`src/rtl/keccak_permute_ctrl.sv`:
```
// Keccak permutation sequencer: absorbs rate blocks from the load stage,
// runs ROUNDS rounds per block and meters out rate-sized squeeze blocks.
module keccak_permute_ctrl #(
    parameter int ROUNDS        = 24,
    parameter int RATE_SHAKE128 = 1344,
    parameter int RATE_SHAKE256 = 1088
) (
    input  logic        clk,
    input  logic        rst,
    input  logic        input_buffer_ready_wr,
    input  logic        last_block_in_buffer_wr,
    output logic        input_buffer_ready,
    input  logic [1:0]  operation_mode,
    input  logic [31:0] output_size,
    output logic        absorb_en,
    output logic        absorb_first,
    output logic        round_en,
    output logic [4:0]  round_idx,
    output logic        rate_sel,
    output logic        squeeze_valid,
    output logic        squeeze_last,
    input  logic        squeeze_ready,
    output logic        busy,
    output logic        done,
    output logic        proto_err
);

    typedef enum logic [1:0] {
        IDLE,
        PERMUTE,
        WAIT_BLOCK,
        SQUEEZE
    } state_t;

    localparam logic [31:0] RATE128 = 32'(RATE_SHAKE128);
    localparam logic [31:0] RATE256 = 32'(RATE_SHAKE256);
    localparam logic [4:0]  LAST_RND = 5'(ROUNDS - 1);

    state_t      state_q, state_d;
    logic        pending_q, pending_d;
    logic        last_q, last_d;
    logic        first_q, first_d;
    logic        last_abs_q, last_abs_d;
    logic [31:0] remaining_q, remaining_d;
    logic [4:0]  cnt_q, cnt_d;
    logic        rate_sel_q, rate_sel_d;
    logic        done_q, done_d;
    logic        proto_err_q, proto_err_d;

    logic [31:0] rate;
    logic        sq_last;
    logic        wr_ok;

    assign rate    = rate_sel_q ? RATE256 : RATE128;
    assign sq_last = (remaining_q <= rate);
    assign wr_ok   = input_buffer_ready_wr & ~pending_q;

    // State register and message context, cleared asynchronously.
    always_ff @(posedge clk or posedge rst) begin
        if (rst) begin
            state_q     <= IDLE;
            pending_q   <= 1'b0;
            last_q      <= 1'b0;
            first_q     <= 1'b1;
            last_abs_q  <= 1'b0;
            remaining_q <= '0;
            cnt_q       <= '0;
            rate_sel_q  <= 1'b0;
            done_q      <= 1'b0;
            proto_err_q <= 1'b0;
        end else begin
            state_q     <= state_d;
            pending_q   <= pending_d;
            last_q      <= last_d;
            first_q     <= first_d;
            last_abs_q  <= last_abs_d;
            remaining_q <= remaining_d;
            cnt_q       <= cnt_d;
            rate_sel_q  <= rate_sel_d;
            done_q      <= done_d;
            proto_err_q <= proto_err_d;
        end
    end

    // Next-state and datapath strobes; a refill may land during any state.
    always_comb begin
        state_d       = state_q;
        pending_d     = pending_q;
        last_d        = last_q;
        first_d       = first_q;
        last_abs_d    = last_abs_q;
        remaining_d   = remaining_q;
        cnt_d         = cnt_q;
        rate_sel_d    = rate_sel_q;
        done_d        = 1'b0;
        proto_err_d   = proto_err_q | (input_buffer_ready_wr & pending_q);
        absorb_en     = 1'b0;
        absorb_first  = 1'b0;
        round_en      = 1'b0;
        squeeze_valid = 1'b0;

        if (wr_ok) begin
            pending_d = 1'b1;
            last_d    = last_block_in_buffer_wr;
        end

        unique case (state_q)
            IDLE, WAIT_BLOCK: begin
                if (pending_q) begin
                    absorb_en    = 1'b1;
                    absorb_first = first_q;
                    pending_d    = 1'b0;
                    state_d      = PERMUTE;
                    cnt_d        = '0;
                    last_abs_d   = last_q;
                    if (first_q) begin
                        rate_sel_d  = operation_mode[0];
                        remaining_d = output_size;
                        first_d     = 1'b0;
                    end
                end
            end
            PERMUTE: begin
                round_en = 1'b1;
                cnt_d    = cnt_q + 5'd1;
                if (cnt_q == LAST_RND) begin
                    cnt_d = '0;
                    if (!last_abs_q) begin
                        state_d = WAIT_BLOCK;
                    end else if (remaining_q == '0) begin
                        state_d = IDLE;
                        done_d  = 1'b1;
                        first_d = 1'b1;
                    end else begin
                        state_d = SQUEEZE;
                    end
                end
            end
            SQUEEZE: begin
                squeeze_valid = 1'b1;
                if (squeeze_ready) begin
                    remaining_d = (remaining_q > rate) ? remaining_q - rate : '0;
                    if (sq_last) begin
                        state_d = IDLE;
                        done_d  = 1'b1;
                        first_d = 1'b1;
                    end else begin
                        state_d = PERMUTE;
                        cnt_d   = '0;
                    end
                end
            end
            default: state_d = IDLE;
        endcase
    end

    assign input_buffer_ready = ~pending_q;
    assign round_idx          = cnt_q;
    assign rate_sel           = rate_sel_q;
    assign squeeze_last       = squeeze_valid & sq_last;
    assign busy               = (state_q != IDLE);
    assign done               = done_q;
    assign proto_err          = proto_err_q;

endmodule

```
`config.mk`:
```
export PLATFORM = sky130hd
export DESIGN_NAME = keccak_permute_ctrl
export DESIGN_NICKNAME = d
export VERILOG_FILES = /design/src/rtl/keccak_permute_ctrl.sv
export SDC_FILE = /design/constraint.sdc
export NUM_CORES = 1
export LEC_CHECK = 0
export ABC_AREA = 1
export ABC_CLOCK_PERIOD_IN_PS = 3300
export CAP_MARGIN = 20
export CORE_UTILIZATION = 45
export DETAILED_ROUTE_END_ITERATION = 10
export PLACE_DENSITY = 0.74
export SLEW_MARGIN = 20
export SYNTH_ARGS = -nofsm -noshare
export SYNTH_HDL_FRONTEND = slang
export SYNTH_SLANG_ARGS = --single-unit
```
`constraint.sdc`:
```
create_clock -name clk -period 3.3 [get_ports clk]
set_clock_uncertainty 0.2 [all_clocks]
set_input_delay 0.99 -clock clk [delete_from_list [all_inputs] [get_ports clk]]
set_output_delay 0.99 -clock clk [all_outputs]
set_load 0.01 [all_outputs]
```
==> impl_metrics.tcl <==
set metrics [dict create \
    violations "DRC" \
    wl_um 7900 \
    initial_core_util 0.475 \
    root_buffer "clkbuf_8" \
    whs_ns 0.268 \
    dpl_worst_slack_ns 0.118 \
    cts.sinks 46 \
    synthesis.nets 509 \
    finalHoldViolCount 0 \
    antenna_found_initial 0 \
    maxSlewViolCount 0 \
    io_pins 54 \
    ant_nets 0 \
    grt_max_degree 24 \
    fp.dieW_um 84.8 \
    clk_pin_slew_ns 0.10 \
    synth.most_common_cell "nand2_1" \
    min_period_ns 3.18 \
    diodes 0 \
    finalWeightedCongestion 0.945 \
    die_y_um 84.8 \
    cp_top_family "simple AND/OR/NAND/NOR gates" \
    relSlewSlack 0.449 \
    hp-class "reg2reg" \
    synth_cell_type_count 36 \
    netlist_area_um2 3080 \
    ys_seq_area_frac 0.374 \
    cts_buffers 5 \
    synth_cells 465 \
    yosysTopAreaCell "dfrtp_1" \
    cpMaxStageDelayCell "dfrtp_1" \
    grtUsageTotal 0.237 \
    status "finished, violations left" \
    path_common_cell "nand2_1" \
    synth_area_per_cell_um2 6.63 \
    grt_pass1_wl_um 13400 \
    path_buf_inv 2 \
    drv_cap 0 \
    setup_slack_ns 0.120 \
    synthFlopType "dfrtp_1" \
    synthTopCellsByArea "dfrtp_1, nand2_1, nor2_1" \
    clock_path_buffers 2 \
    setup_viol 0 \
    worst_pin_slew_ns 0.822 \
    dp_hpwl_um 5880 \
    vias 3094 \
    area_growth_pct 23.5 \
    fin_tns_setup_ns 0 \
    path_class "reg2out" \
    leakagePower_nw 1.83 \
    vdd_ir_drop_max_mv 0.420 \
    synth-edff-count 0 \
    dieArea_um2 7190 \
    cp_data_required_time_ns 2.11 \
    critPathMaxStageDelay_ns 0.44 \
    cp_max_fo 4 \
    first_global_vias 2953 \
    yosys-top-cells-count "nand2_1, nor2_1, a21oi_1, dfrtp_1, inv_1" \
    worstPathArrival_ns 1.99 \
    async_reset_ff_frac 1.00 \
    fin_crit_sh 0.964 \
    cp-start-kind "register" \
    overflow 0 \
    htreeDepth 2 \
    port-buffer-count 52 \
    coreArea_um2 6490 \
    synth_top_area_share 0.365 \
    fmax_mhz 314 \
    ys_warn_count 0 \
    clk_latency_ns 0.32 \
    avgViaCountPerCell 5.17 \
    drt_iter0_drc 253 \
    firstDrtPassIters 7 \
    fin_nets 565 \
    cp_cell_sequence "ha_4 > nand2_1 > inv_1 > nand2_1 > nor2_1 > nand2_1 > nand2_4 > nand2_4 > nor2_2 > dlygate4sd2_1" \
    layout-drive-gt1-share 0.0728 \
    wl_per_cell_um 13.2 \
    post-route-drc-count 2 \
    num_rows 29 \
    ys_ff_latch 46 \
    cts_tree "done" \
    power_density_nw_per_um2 871 \
    ctsHoldBuffers 0 \
    end_kind "output pin" \
]
==> logic make-up (layout without fill, tap and decap cells) <==
kind of cell,after synthesis,count (layout),share of synthesized area
and+or+nand+nor,271,271,0.370
AOI/OAI and AO/OA,73,73,0.126
adders and majority gates,5,5,0.0203
muxes,1,1,0.00365
buffers and inverters,59,116,0.0779
xor gates and xnor gates,10,10,0.0284
DFF,46,46,0.374
==> final cells by class <==
type,count,area (µm²)
repair buffers,60,579
clock inverters,3,25.0
inverters,48,180
fillers,645,2690
multi-input cells,360,1710
well taps,77,96.3
flip-flops and latches,46,1150
clock buffers,5,68.8
==> report_power, final <==
part           switching [mW]  internal, mW
Sequential              0.273         0.805
Clock                   0.220         0.153
Combinational            1.16         0.702
==> registers in the layout, summed over array words and instances (netlist names) <==
signal / flops
pending_q: 1
last_q: 1
round_idx: 5
state_q: 2
rate_sel: 1
remaining_q: 32
first_q: 1
done: 1
last_abs_q: 1
proto_err: 1
==> stage by stage <==
stage                     instances  utilization  cell area, µm²  power [mW]
after floorplan                 465            -            3080        2.37
after global placement          590        0.568            3690        2.85
final                           599        0.586            3810        3.31
after CTS                       598        0.583            3780        3.29
after global routing            599        0.586            3810        3.65
after detailed placement        590        0.568            3690        2.91
==> cells in the final DEF (no fill, tap or decap), types with 3 or more instances in the layout <==
master	instances
nand3_1	21
dfrtp_1	45
xor2_1	9
inv_1	44
nand4_1	8
nand2_4	3
buf_4	8
nor2_2	5
ha_1	4
a21oi_1	51
o21ai_0	17
nor2_1	80
clkdlybuf4s50_1	51
nand2_1	141
clkbuf_8	5
nor3_1	4
==> final timing paths <==
path,from,endpoint,slack (ns),cells after the start
min in group asynchronous,rst,last_abs_q,0.83,2
min reg2reg,proto_err,proto_err,0.27,1
max,remaining_q[8],squeeze_last,0.12,10
min,proto_err,proto_err,0.27,1
max reg2reg,remaining_q[8],remaining_q[26],1.03,9
max in group asynchronous,rst,remaining_q[13],1.43,3
==> per-layer routing <==
| metal | wire length [µm] | part of all wire | global-route usage |
|---|---|---|---|
| met5 | 0 | 0 | 0 |
| met4 | 110 | 0.014 | 0.0616 |
| met3 | 370 | 0.047 | 0.0334 |
| met2 | 3730 | 0.47 | 0.405 |
| met1 | 3690 | 0.47 | 0.316 |
==> what timing repair did <==
| item | in CTS | in global routing |
|---|---|---|
| endpoints found under the hold margin | 0 | 0 |
| endpoints found under the setup margin | 1 | 1 |
| setup buffers | 0 | 1 |
| pin swaps | 0 | 1 |
| gates resized for setup | 1 | 2 |
No activity file was read; power rests on OpenSTA's default activity.
